$ cat config.mk
export PLATFORM = sky130hd
export DESIGN_NAME = sev_seg_scan_driver
export DESIGN_NICKNAME = d
export VERILOG_FILES = /design/src/rtl/sev_pkg.sv /design/src/rtl/sev_seg_scan_driver_lut.sv /design/src/rtl/sev_seg_scan_driver.sv
export SDC_FILE = /design/constraint.sdc
export NUM_CORES = 1
export LEC_CHECK = 0
export BUFFER_PORTS_ARGS = -buffer_cell sky130_fd_sc_hd__buf_2
export CAP_MARGIN = 15
export CORE_ASPECT_RATIO = 2
export CORE_MARGIN = 1.5
export CORE_UTILIZATION = 55
export CTS_BUF_LIST = sky130_fd_sc_hd__clkbuf_16
export DETAILED_ROUTE_END_ITERATION = 12
export PLACE_DENSITY = 0.76
export SYNTH_ARGS = -nofsm -noshare
export SYNTH_HDL_FRONTEND = slang
export SYNTH_SLANG_ARGS = --single-unit
$ cat constraint.sdc
create_clock -name CLK -period 5.33 [get_ports CLK]
set_clock_uncertainty 0.2 [all_clocks]
set_input_delay 0.533 -clock CLK [delete_from_list [all_inputs] [get_ports CLK]]
set_output_delay 0.533 -clock CLK [all_outputs]
set_load 0.05 [all_outputs]
$ cat src/rtl/sev_pkg.sv
// Shared types and constants for the seven-segment scan driver.
//   seg_t          : segment vector a..g, a at index 0, 1 = lit (active-high)
//   SEG_BLANK      : all segments dark
//   HEX_SEG_TABLE  : hex digit 0..F to segment pattern
//   hex2seg()      : table lookup helper
package sev_pkg;

   typedef logic [0:6] seg_t;

   localparam seg_t SEG_BLANK = 7'b0000000;

   // Literals read left to right as a..g because seg_t is [0:6].
   localparam seg_t HEX_SEG_TABLE [16] = '{
      7'b1111110,  // 0
      7'b0110000,  // 1
      7'b1101101,  // 2
      7'b1111001,  // 3
      7'b0110011,  // 4
      7'b1011011,  // 5
      7'b1011111,  // 6
      7'b1110000,  // 7
      7'b1111111,  // 8
      7'b1110011,  // 9
      7'b1110111,  // A
      7'b0011111,  // b
      7'b1001110,  // C
      7'b0111101,  // d
      7'b1001111,  // E
      7'b1000111   // F
   };

   function automatic seg_t hex2seg(input logic [3:0] nibble);
      return HEX_SEG_TABLE[nibble];
   endfunction

endpackage

$ cat src/rtl/sev_seg_scan_driver_lut.sv
// Combinational hex-to-seven-segment decoder.
//   nibble : 4-bit hex digit
//   seg    : segments a..g, active-high
module hex_seg_lut
   import sev_pkg::*;
(
   input  logic [3:0] nibble,
   output seg_t       seg
);

   assign seg = hex2seg(nibble);

endmodule

$ cat src/rtl/sev_seg_scan_driver.sv
// Time-multiplexed N-digit seven-segment display driver.
// Latches a packed hex value, scans one digit per refresh slot with a guard
// interval at the start of each slot, optional leading-zero blanking, and
// swaps in newly loaded data only at frame boundaries so a frame never tears.
//   CLK, RST    : clock, synchronous active-high reset
//   ENABLE      : scan enable; when low the scan position holds, pins go dark
//   LOAD        : strobe capturing VALUE, DP_IN, BLANK_LZ
//   VALUE       : packed nibbles, digit 0 in [3:0]
//   DP_IN       : per-digit decimal point, 1 = lit
//   BLANK_LZ    : leading-zero blanking enable
//   SEV, DP     : segment and decimal point pins (pin polarity)
//   AN          : digit select pins (pin polarity)
//   DIGIT_IDX   : digit currently driven
//   FRAME_DONE  : one-cycle pulse after the scan wraps to digit 0
module sev_seg_scan_driver #(
   parameter int NUM_DIGITS     = 4,
   parameter int REFRESH_DIV    = 50000,
   parameter int GUARD_CYCLES   = 1,
   parameter int SEG_ACTIVE_LOW = 0,
   parameter int AN_ACTIVE_LOW  = 1
) (
   input  logic                    CLK,
   input  logic                    RST,
   input  logic                    ENABLE,
   input  logic                    LOAD,
   input  logic [4*NUM_DIGITS-1:0] VALUE,
   input  logic [NUM_DIGITS-1:0]   DP_IN,
   input  logic                    BLANK_LZ,
   output logic [0:6]              SEV,
   output logic                    DP,
   output logic [NUM_DIGITS-1:0]   AN,
   output logic [((NUM_DIGITS > 1) ? $clog2(NUM_DIGITS) : 1)-1:0] DIGIT_IDX,
   output logic                    FRAME_DONE
);

   import sev_pkg::*;

   localparam int IDX_W = (NUM_DIGITS > 1) ? $clog2(NUM_DIGITS) : 1;
   localparam int PRE_W = $clog2(REFRESH_DIV);

   localparam logic [PRE_W-1:0] PRE_LAST  = PRE_W'(REFRESH_DIV - 1);
   localparam logic [PRE_W-1:0] GUARD_END = PRE_W'(GUARD_CYCLES);
   localparam logic [IDX_W-1:0] IDX_LAST  = IDX_W'(NUM_DIGITS - 1);

   localparam logic SEG_INV = (SEG_ACTIVE_LOW != 0);
   localparam logic AN_INV  = (AN_ACTIVE_LOW != 0);

   localparam logic [0:6]            SEG_OFF_PIN = {7{SEG_INV}};
   localparam logic [NUM_DIGITS-1:0] AN_OFF_PIN  = {NUM_DIGITS{AN_INV}};

   logic [PRE_W-1:0]        prescaler;
   logic [IDX_W-1:0]        scan_idx;

   logic [4*NUM_DIGITS-1:0] disp_value;
   logic [NUM_DIGITS-1:0]   disp_dp;
   logic                    disp_blz;

   logic [4*NUM_DIGITS-1:0] pend_value;
   logic [NUM_DIGITS-1:0]   pend_dp;
   logic                    pend_blz;
   logic                    pend_valid;

   logic                    slot_end;
   logic                    frame_wrap;

   logic [3:0]              cur_nibble;
   logic                    cur_dp;
   logic [NUM_DIGITS-1:0]   an_sel;
   logic [NUM_DIGITS-1:0]   lz_mask;
   logic                    cur_blank;
   logic                    in_guard;
   seg_t                    lut_seg;
   seg_t                    seg_int;
   logic [NUM_DIGITS-1:0]   an_int;

   assign slot_end   = ENABLE && (prescaler == PRE_LAST);
   assign frame_wrap = slot_end && (scan_idx == IDX_LAST);

   // Prescaler and scan position
   always_ff @(posedge CLK) begin
      if (RST) begin
         prescaler <= '0;
         scan_idx  <= '0;
      end else if (slot_end) begin
         prescaler <= '0;
         scan_idx  <= (scan_idx == IDX_LAST) ? '0 : scan_idx + 1'b1;
      end else if (ENABLE) begin
         prescaler <= prescaler + 1'b1;
      end
   end

   // Load path: data waits in the pending register until the frame wraps,
   // unless the strobe lands on the wrap edge itself, in which case it
   // goes straight to the display so the new frame starts with it.
   always_ff @(posedge CLK) begin
      if (RST) begin
         disp_value <= '0;
         disp_dp    <= '0;
         disp_blz   <= 1'b0;
         pend_value <= '0;
         pend_dp    <= '0;
         pend_blz   <= 1'b0;
         pend_valid <= 1'b0;
      end else if (LOAD) begin
         if (frame_wrap) begin
            disp_value <= VALUE;
            disp_dp    <= DP_IN;
            disp_blz   <= BLANK_LZ;
            pend_valid <= 1'b0;
         end else begin
            pend_value <= VALUE;
            pend_dp    <= DP_IN;
            pend_blz   <= BLANK_LZ;
            pend_valid <= 1'b1;
         end
      end else if (frame_wrap && pend_valid) begin
         disp_value <= pend_value;
         disp_dp    <= pend_dp;
         disp_blz   <= pend_blz;
         pend_valid <= 1'b0;
      end
   end

   // Digit select and nibble/DP mux for the active digit
   always_comb begin
      cur_nibble = 4'h0;
      cur_dp     = 1'b0;
      an_sel     = '0;
      for (int i = 0; i < NUM_DIGITS; i++) begin
         if (scan_idx == IDX_W'(i)) begin
            cur_nibble = disp_value[4*i +: 4];
            cur_dp     = disp_dp[i];
            an_sel[i]  = 1'b1;
         end
      end
   end

   // lz_mask[i] is set when digit i and every digit above it are zero.
   // Digit 0 is left out so a zero value still shows a single 0.
   always_comb begin : lz_scan
      logic zero_run;
      zero_run = 1'b1;
      lz_mask  = '0;
      for (int i = NUM_DIGITS - 1; i > 0; i--) begin
         zero_run   = zero_run & (disp_value[4*i +: 4] == 4'h0);
         lz_mask[i] = zero_run;
      end
   end

   hex_seg_lut u_lut (
      .nibble (cur_nibble),
      .seg    (lut_seg)
   );

   assign cur_blank = disp_blz && (|(lz_mask & an_sel));
   assign seg_int   = cur_blank ? SEG_BLANK : lut_seg;
   assign in_guard  = (prescaler < GUARD_END);
   assign an_int    = in_guard ? '0 : an_sel;

   // Output registers; the only place pin polarity is applied.
   always_ff @(posedge CLK) begin
      if (RST) begin
         SEV        <= SEG_OFF_PIN;
         DP         <= SEG_INV;
         AN         <= AN_OFF_PIN;
         DIGIT_IDX  <= '0;
         FRAME_DONE <= 1'b0;
      end else begin
         DIGIT_IDX  <= scan_idx;
         FRAME_DONE <= frame_wrap;
         if (ENABLE) begin
            SEV <= seg_int ^ SEG_OFF_PIN;
            DP  <= cur_dp ^ SEG_INV;
            AN  <= an_int ^ AN_OFF_PIN;
         end else begin
            SEV <= SEG_OFF_PIN;
            DP  <= SEG_INV;
            AN  <= AN_OFF_PIN;
         end
      end
   end

endmodule

* Yosys cells after proc, flatten, opt, wreduce, memory -nomap -nowiden
Memory sizes are Yosys's and may differ from the RTL's. A register that Yosys moved wholly into a read port is not among the register bits.
Cells that the tools add are included.
** Word-level totals
- Memories kept :: 1
- Register bits :: 69
- Output and inout bits :: 15
- Memory bits (read-only) :: 112
** Memories
- (no name shown) :: words 16, bits a word 7, read ports 1, clocked after Yosys merged registers in 1, write ports 0, RTL line sev_pkg.sv:33 : return HEX_SEG_TABLE[nibble];
** Cells by class
- Reduce and logical (&&, ||, !) cells :: 15
- Magnitude comparators :: 1
- Mux-type cells :: 26
- Equality and inequality tests :: 5
- Add/sub/neg operators :: 2
- Bitwise gates (word level) :: 7
** Operator list (count)
- $mux 16 :: 3
- $mux 4 :: 8
- $add 16x1->16 const B :: 1
- $eq 16x16->1 const B :: 1
- $lt 16x1->1 const B :: 1
- $mux 1 :: 14
- $logic_not 4->1 :: 3
- $not 4->5 :: 1
- $and 4x4->4 :: 1
- $eq 2x2->1 const B :: 2
- $logic_and 1x1->1 :: 4
- $not 4->4 :: 1
- $reduce_and 2->1 :: 2
- $reduce_or 2->1 :: 2
- $reduce_or 4->1 :: 1
- $reduce_or 3->1 :: 1
- $add 2x1->2 const B :: 1
- $and 1x1->1 :: 2
- $eq 2x1->1 const B :: 1
- $logic_not 2->1 :: 1
- $mux 2 :: 1
- $ne 2x1->1 const B :: 1
- $not 1->1 :: 2
- $reduce_bool 2->1 :: 1

* Longest topological paths before layout
- Depth in word-level cells :: 7
- Gate-level depth with buffers :: 11

* Cells and area by module
Synthesis repeated with hierarchy kept, for this count alone.
** Second synthesis, totals
- Cell total of the unflattened synthesis :: 434
- Area, all modules :: 3925.0 µm²
** By module, submodules not included
- sev_seg_scan_driver :: sequential area each 1521.5 µm², cells an instance 396, times used 1, area an instance 3657.3 µm²
- hex_seg_lut :: sequential area each 0.0 µm², cells an instance 38, times used 1, area an instance 267.8 µm²

* Worst setup path after synthesis
Ideal clock, no wire load.
- Path type :: flip-flop to flip-flop
- Start :: reg scan_idx[0]
- End :: reg SEV[0] (netlist name)
- Arrival time :: 2.382 ns
- Buffers on the path :: 1
- Setup time :: 0.064 ns
- Path slack :: 2.684 ns
- Cell stages (with the launch flop) :: 10
- Path through :: dfxtp_1 > ha_1 > buf_2 > clkinv_1 > o211ai_1 > inv_1 > ha_1 > or3b_2 > o221a_1 > nor2_1
** On the way
- Cells in the longest elaborated chain, start to end :: 6
** RTL lines
- start: declaration :: RTL line sev_seg_scan_driver.sv:52 : logic [IDX_W-1:0] scan_idx;
- start signal: assignment :: RTL line sev_seg_scan_driver.sv:86 : scan_idx <= (scan_idx == IDX_LAST) ? '0 : scan_idx + 1'b1;
- $eq 2x1->1, or another cell as far along :: RTL line sev_seg_scan_driver.sv:130 : if (scan_idx == IDX_W'(i)) begin
- $mux 1 or $mux 4 (tied branches) :: RTL line sev_seg_scan_driver.sv:130
- $and 4x4->4 or $mux 4 (tied branches) :: RTL line sev_seg_scan_driver.sv:155, sev_seg_scan_driver.sv:130
- $reduce_or 4->1 or $mux 4 (tied branches) :: RTL line sev_seg_scan_driver.sv:155, sev_seg_scan_driver.sv:130
- $logic_and 1x1->1 or $mux 4 (tied branches) :: RTL line sev_seg_scan_driver.sv:155, sev_seg_scan_driver.sv:130
- $reduce_or 3->1 (no source line) or $not 4->5 (tied branches)
- end: declaration :: RTL line sev_seg_scan_driver.sv:29 : output logic [0:6] SEV,
Several ways; a longest one is shown, not always the timed one.
A chain may end at the register's enable or synchronous reset.

* Worst setup path after layout
- Start :: reg scan_idx[0]
- End :: reg SEV[1] (netlist name)
The elaborated chain is that of the path after synthesis.

==> impl_metrics.json <==
{
  "crit_end": "SEV[1]",
  "via_per_inst": 5.463,
  "grt_overflow": 0,
  "avgRoutedWirePerCell_um": 14.83,
  "clock_sinks": 76,
  "rows": 41,
  "slew_violations": 0,
  "postCtsSetupRepairBufs": 0,
  "async_flop_share": 0,
  "hold_viol": 0,
  "cpLargestDelayFamily": "compound AO/OA/AOI/OAI gates",
  "htree_levels": 3,
  "port_buffers": 39,
  "syn_inst": 394,
  "r2r_setup_slack_ns": 2.17,
  "track_usage": 0.2428,
  "avgSynthCellArea_um2": 8.987,
  "min_period_ns": 3.161,
  "routed_wl_mm": 7.592,
  "grt_pass1_wl_mm": 12.65,
  "setup_viol": 0,
  "ys_seq_elements": 76,
  "start_util": 0.5658,
  "clkTransAtPathRegs_ns": 0.06,
  "crit_slowest_cell": "o211ai_1",
  "drv_cap": 0,
  "dp_hpwl_mm": 5.368,
  "gp_congestion": 0.7822,
  "timing.critical_path.buf_inv": 2,
  "worst-setup-path-type": "register to register",
  "synth_cell_types": 46,
  "setup_tns_ns": 0,
  "crit_arrival_ns": 3.20,
  "ctsResizeCount": 0,
  "core_mm2": 0.006259,
  "synth_flop_cell": "dfxtp_1",
  "synthesis.area_mm2": 0.003541,
  "r2r-start": "scan_idx[0]",
  "finalWorstSetupSlack_ns": 2.169,
  "cts_tree": "yes",
  "outcome": "finished clean",
  "clockRootBuffer": "clkbuf_16",
  "ir_drop_v": 0.0002682,
  "synth_edf_count": 0,
  "drive_gt1_frac": 0.1948,
  "crit_top_cell": "ha_1",
  "die_h_um": 116.5,
  "startpoint_type": "register",
  "power_density_mw_per_mm2": 297.1,
  "firstDrtPassIters": 5,
  "ant_nets": 0,
  "first_iter_violations": 110,
  "clk_latency_ns": 0.33,
  "cp.depth": 7,
  "num-nets-final": 460,
  "hold_path.class": "input pin to register",
  "mappedNetlistNets": 432,
  "cp-end-kind": "register",
  "antenna_cells": 0,
  "cts_buffers": 9,
  "crit_chain": "ha_1 > clkinv_1 > o211ai_1 > inv_1 > ha_1 > mux2_2 > a211oi_1",
  "die_w_um": 59.74,
  "fmax_mhz": 316.4,
  "yosys_warnings": 0,
  "grt_max_degree": 51,
  "p_leak_nw": 1.553,
  "slew_headroom": 0.3237,
  "ys_seq_area_frac": 0.4297,
  "hold_buffers": 0,
  "hold_path_depth": 3,
  "grt_setup_unrepaired": "no",
  "required_ns": 5.37,
  "dp_worst_setup_slack_ns": 2.153,
  "grt_pass1_vias": 2801,
  "dieArea_mm2": 0.006957,
  "path_max_fanout": 12,
  "ios": 40,
  "worstMarginPinSlew_ns": 1.015,
  "r2r_cells": 7,
  "drc": 0,
  "r2r_end": "SEV[1]",
  "period_share": 0.5930,
  "syn_to_final_growth_pct": 12.61,
  "vias": 2797,
  "slowest_delay_ns": 0.58,
  "ctsLongestPathBuffers": 2,
  "crit_path_start": "scan_idx[0]",
  "antenna_found_initial": 0
}
==> worst min-delay path, cell delays in order <==
cell and delay [ns]:
buf_2 0.10, nand2_1 0.05, a21oi_1 0.05
==> layout make-up <==
cell class | instances | area [um2]
clock inverters | 6 | 25.02
well taps | 86 | 107.6
clock buffers | 9 | 225.2
fillers | 579 | 2271
inverters | 8 | 30.03
repair buffers | 42 | 217.7
multi-input cells | 285 | 1861
flip-flops and latches | 76 | 1521
==> worst min path at each step <==
stage	to	startpoint	slack (ns)
finish	pend_value[6]	VALUE[6]	0.24
floorplan	pend_blz	pend_blz	0.23
global placement	pend_value[15]	pend_value[15]	0.24
CTS	pend_value[6]	VALUE[6]	0.24
global route	pend_value[6]	VALUE[6]	0.25
detailed placement	pend_dp[3]	pend_dp[3]	0.25
==> per-stage QoR <==
step           hold WS (ns)    util  total power, W  area (um2)  std cells
2_1_floorplan        0.2338       -       0.0006573        3541        394
3_3_place_gp         0.2389  0.5972       0.0006788        3737        497
3_5_place_dp         0.2472  0.5972       0.0006816        3737        497
4_1_cts              0.2427  0.6371        0.001194        3988        512
5_1_grt              0.2459  0.6371        0.001235        3988        512
6_report             0.2436  0.6371        0.001185        3988        512
==> state kept, by name, indices dropped and copies added (netlist names), 2 cells and up <==
name and cells:
AN 4, prescaler 16, SEV 7, pend_value 16, pend_dp 4, disp_dp 4, scan_idx 2, disp_value 16
DIGIT_IDX 2
==> report_power, final <==
part | internal, W | switching [W]
sequential | 0.000582 | 0.00000724
combinational | 0.0000316 | 0.0000481
clock | 0.000303 | 0.000212
total | 0.000917 | 0.000268
==> synthesized netlist by cell type (2+ instances only) <==
master | count | area share
o21ai_0 | 3 | 0.0042
o211ai_1 | 3 | 0.0064
a21oi_1 | 27 | 0.038
nor2b_1 | 3 | 0.0053
nor3b_1 | 4 | 0.0085
a211oi_1 | 4 | 0.0085
nor2_1 | 53 | 0.056
nor3_1 | 2 | 0.0028
nor4_1 | 6 | 0.011
inv_1 | 7 | 0.0074
ha_1 | 13 | 0.046
clkbuf_1 | 13 | 0.014
buf_6 | 3 | 0.0095
xor2_1 | 12 | 0.030
nand3b_1 | 4 | 0.0085
mux2_2 | 23 | 0.073
nand4_1 | 6 | 0.011
or2_2 | 2 | 0.0035
buf_2 | 7 | 0.0099
nand2_1 | 63 | 0.067
mux2i_1 | 24 | 0.068
dfxtp_1 | 76 | 0.43
and4_1 | 2 | 0.0049
nand3_1 | 7 | 0.0099
xnor2_1 | 4 | 0.0099
a311oi_1 | 2 | 0.0049
nand2b_1 | 2 | 0.0035
==> layer usage <==
metal,track usage,wire [um],vias up
li1,-,-,1402
met1,0.2578,2928,1325
met2,0.4268,4193,48
met3,0.06423,173,22
met4,0.1185,296,0
met5,0,0,-
==> cell usage in the layout (no fill, tap or decap), types with 2 or more instances in the layout <==
cell type,instances
nor2b_1,3
nand2b_1,2
xor2_1,12
nand3b_1,4
inv_1,9
nand4_1,6
nor3_1,2
nand3_1,7
clkinv_1,3
a21oi_1,27
a211oi_1,4
nand2_1,63
a311oi_1,2
clkbuf_16,9
nor3b_1,4
xnor2_1,4
o21ai_0,3
buf_2,39
o211ai_1,3
buf_4,3
ha_1,13
mux2_2,23
or2_2,2
mux2i_1,24
nor2_1,53
dfxtp_1,76
and4_1,2
nor4_1,6
clkinv_2,2
==> cells by family (layout without fill, tap and decap cells) <==
kind of cell | after synthesis | in the layout | share of synthesized area
fa+ha+maj | 13 | 13 | 0.04594
flops | 76 | 76 | 0.4297
simple gates | 161 | 161 | 0.2099
buf+inv | 33 | 65 | 0.04488
mux | 47 | 47 | 0.1410
compound gates | 48 | 48 | 0.08905
xor+xnor | 16 | 16 | 0.03957
Note: power is estimated with default switching activity, not from simulation.
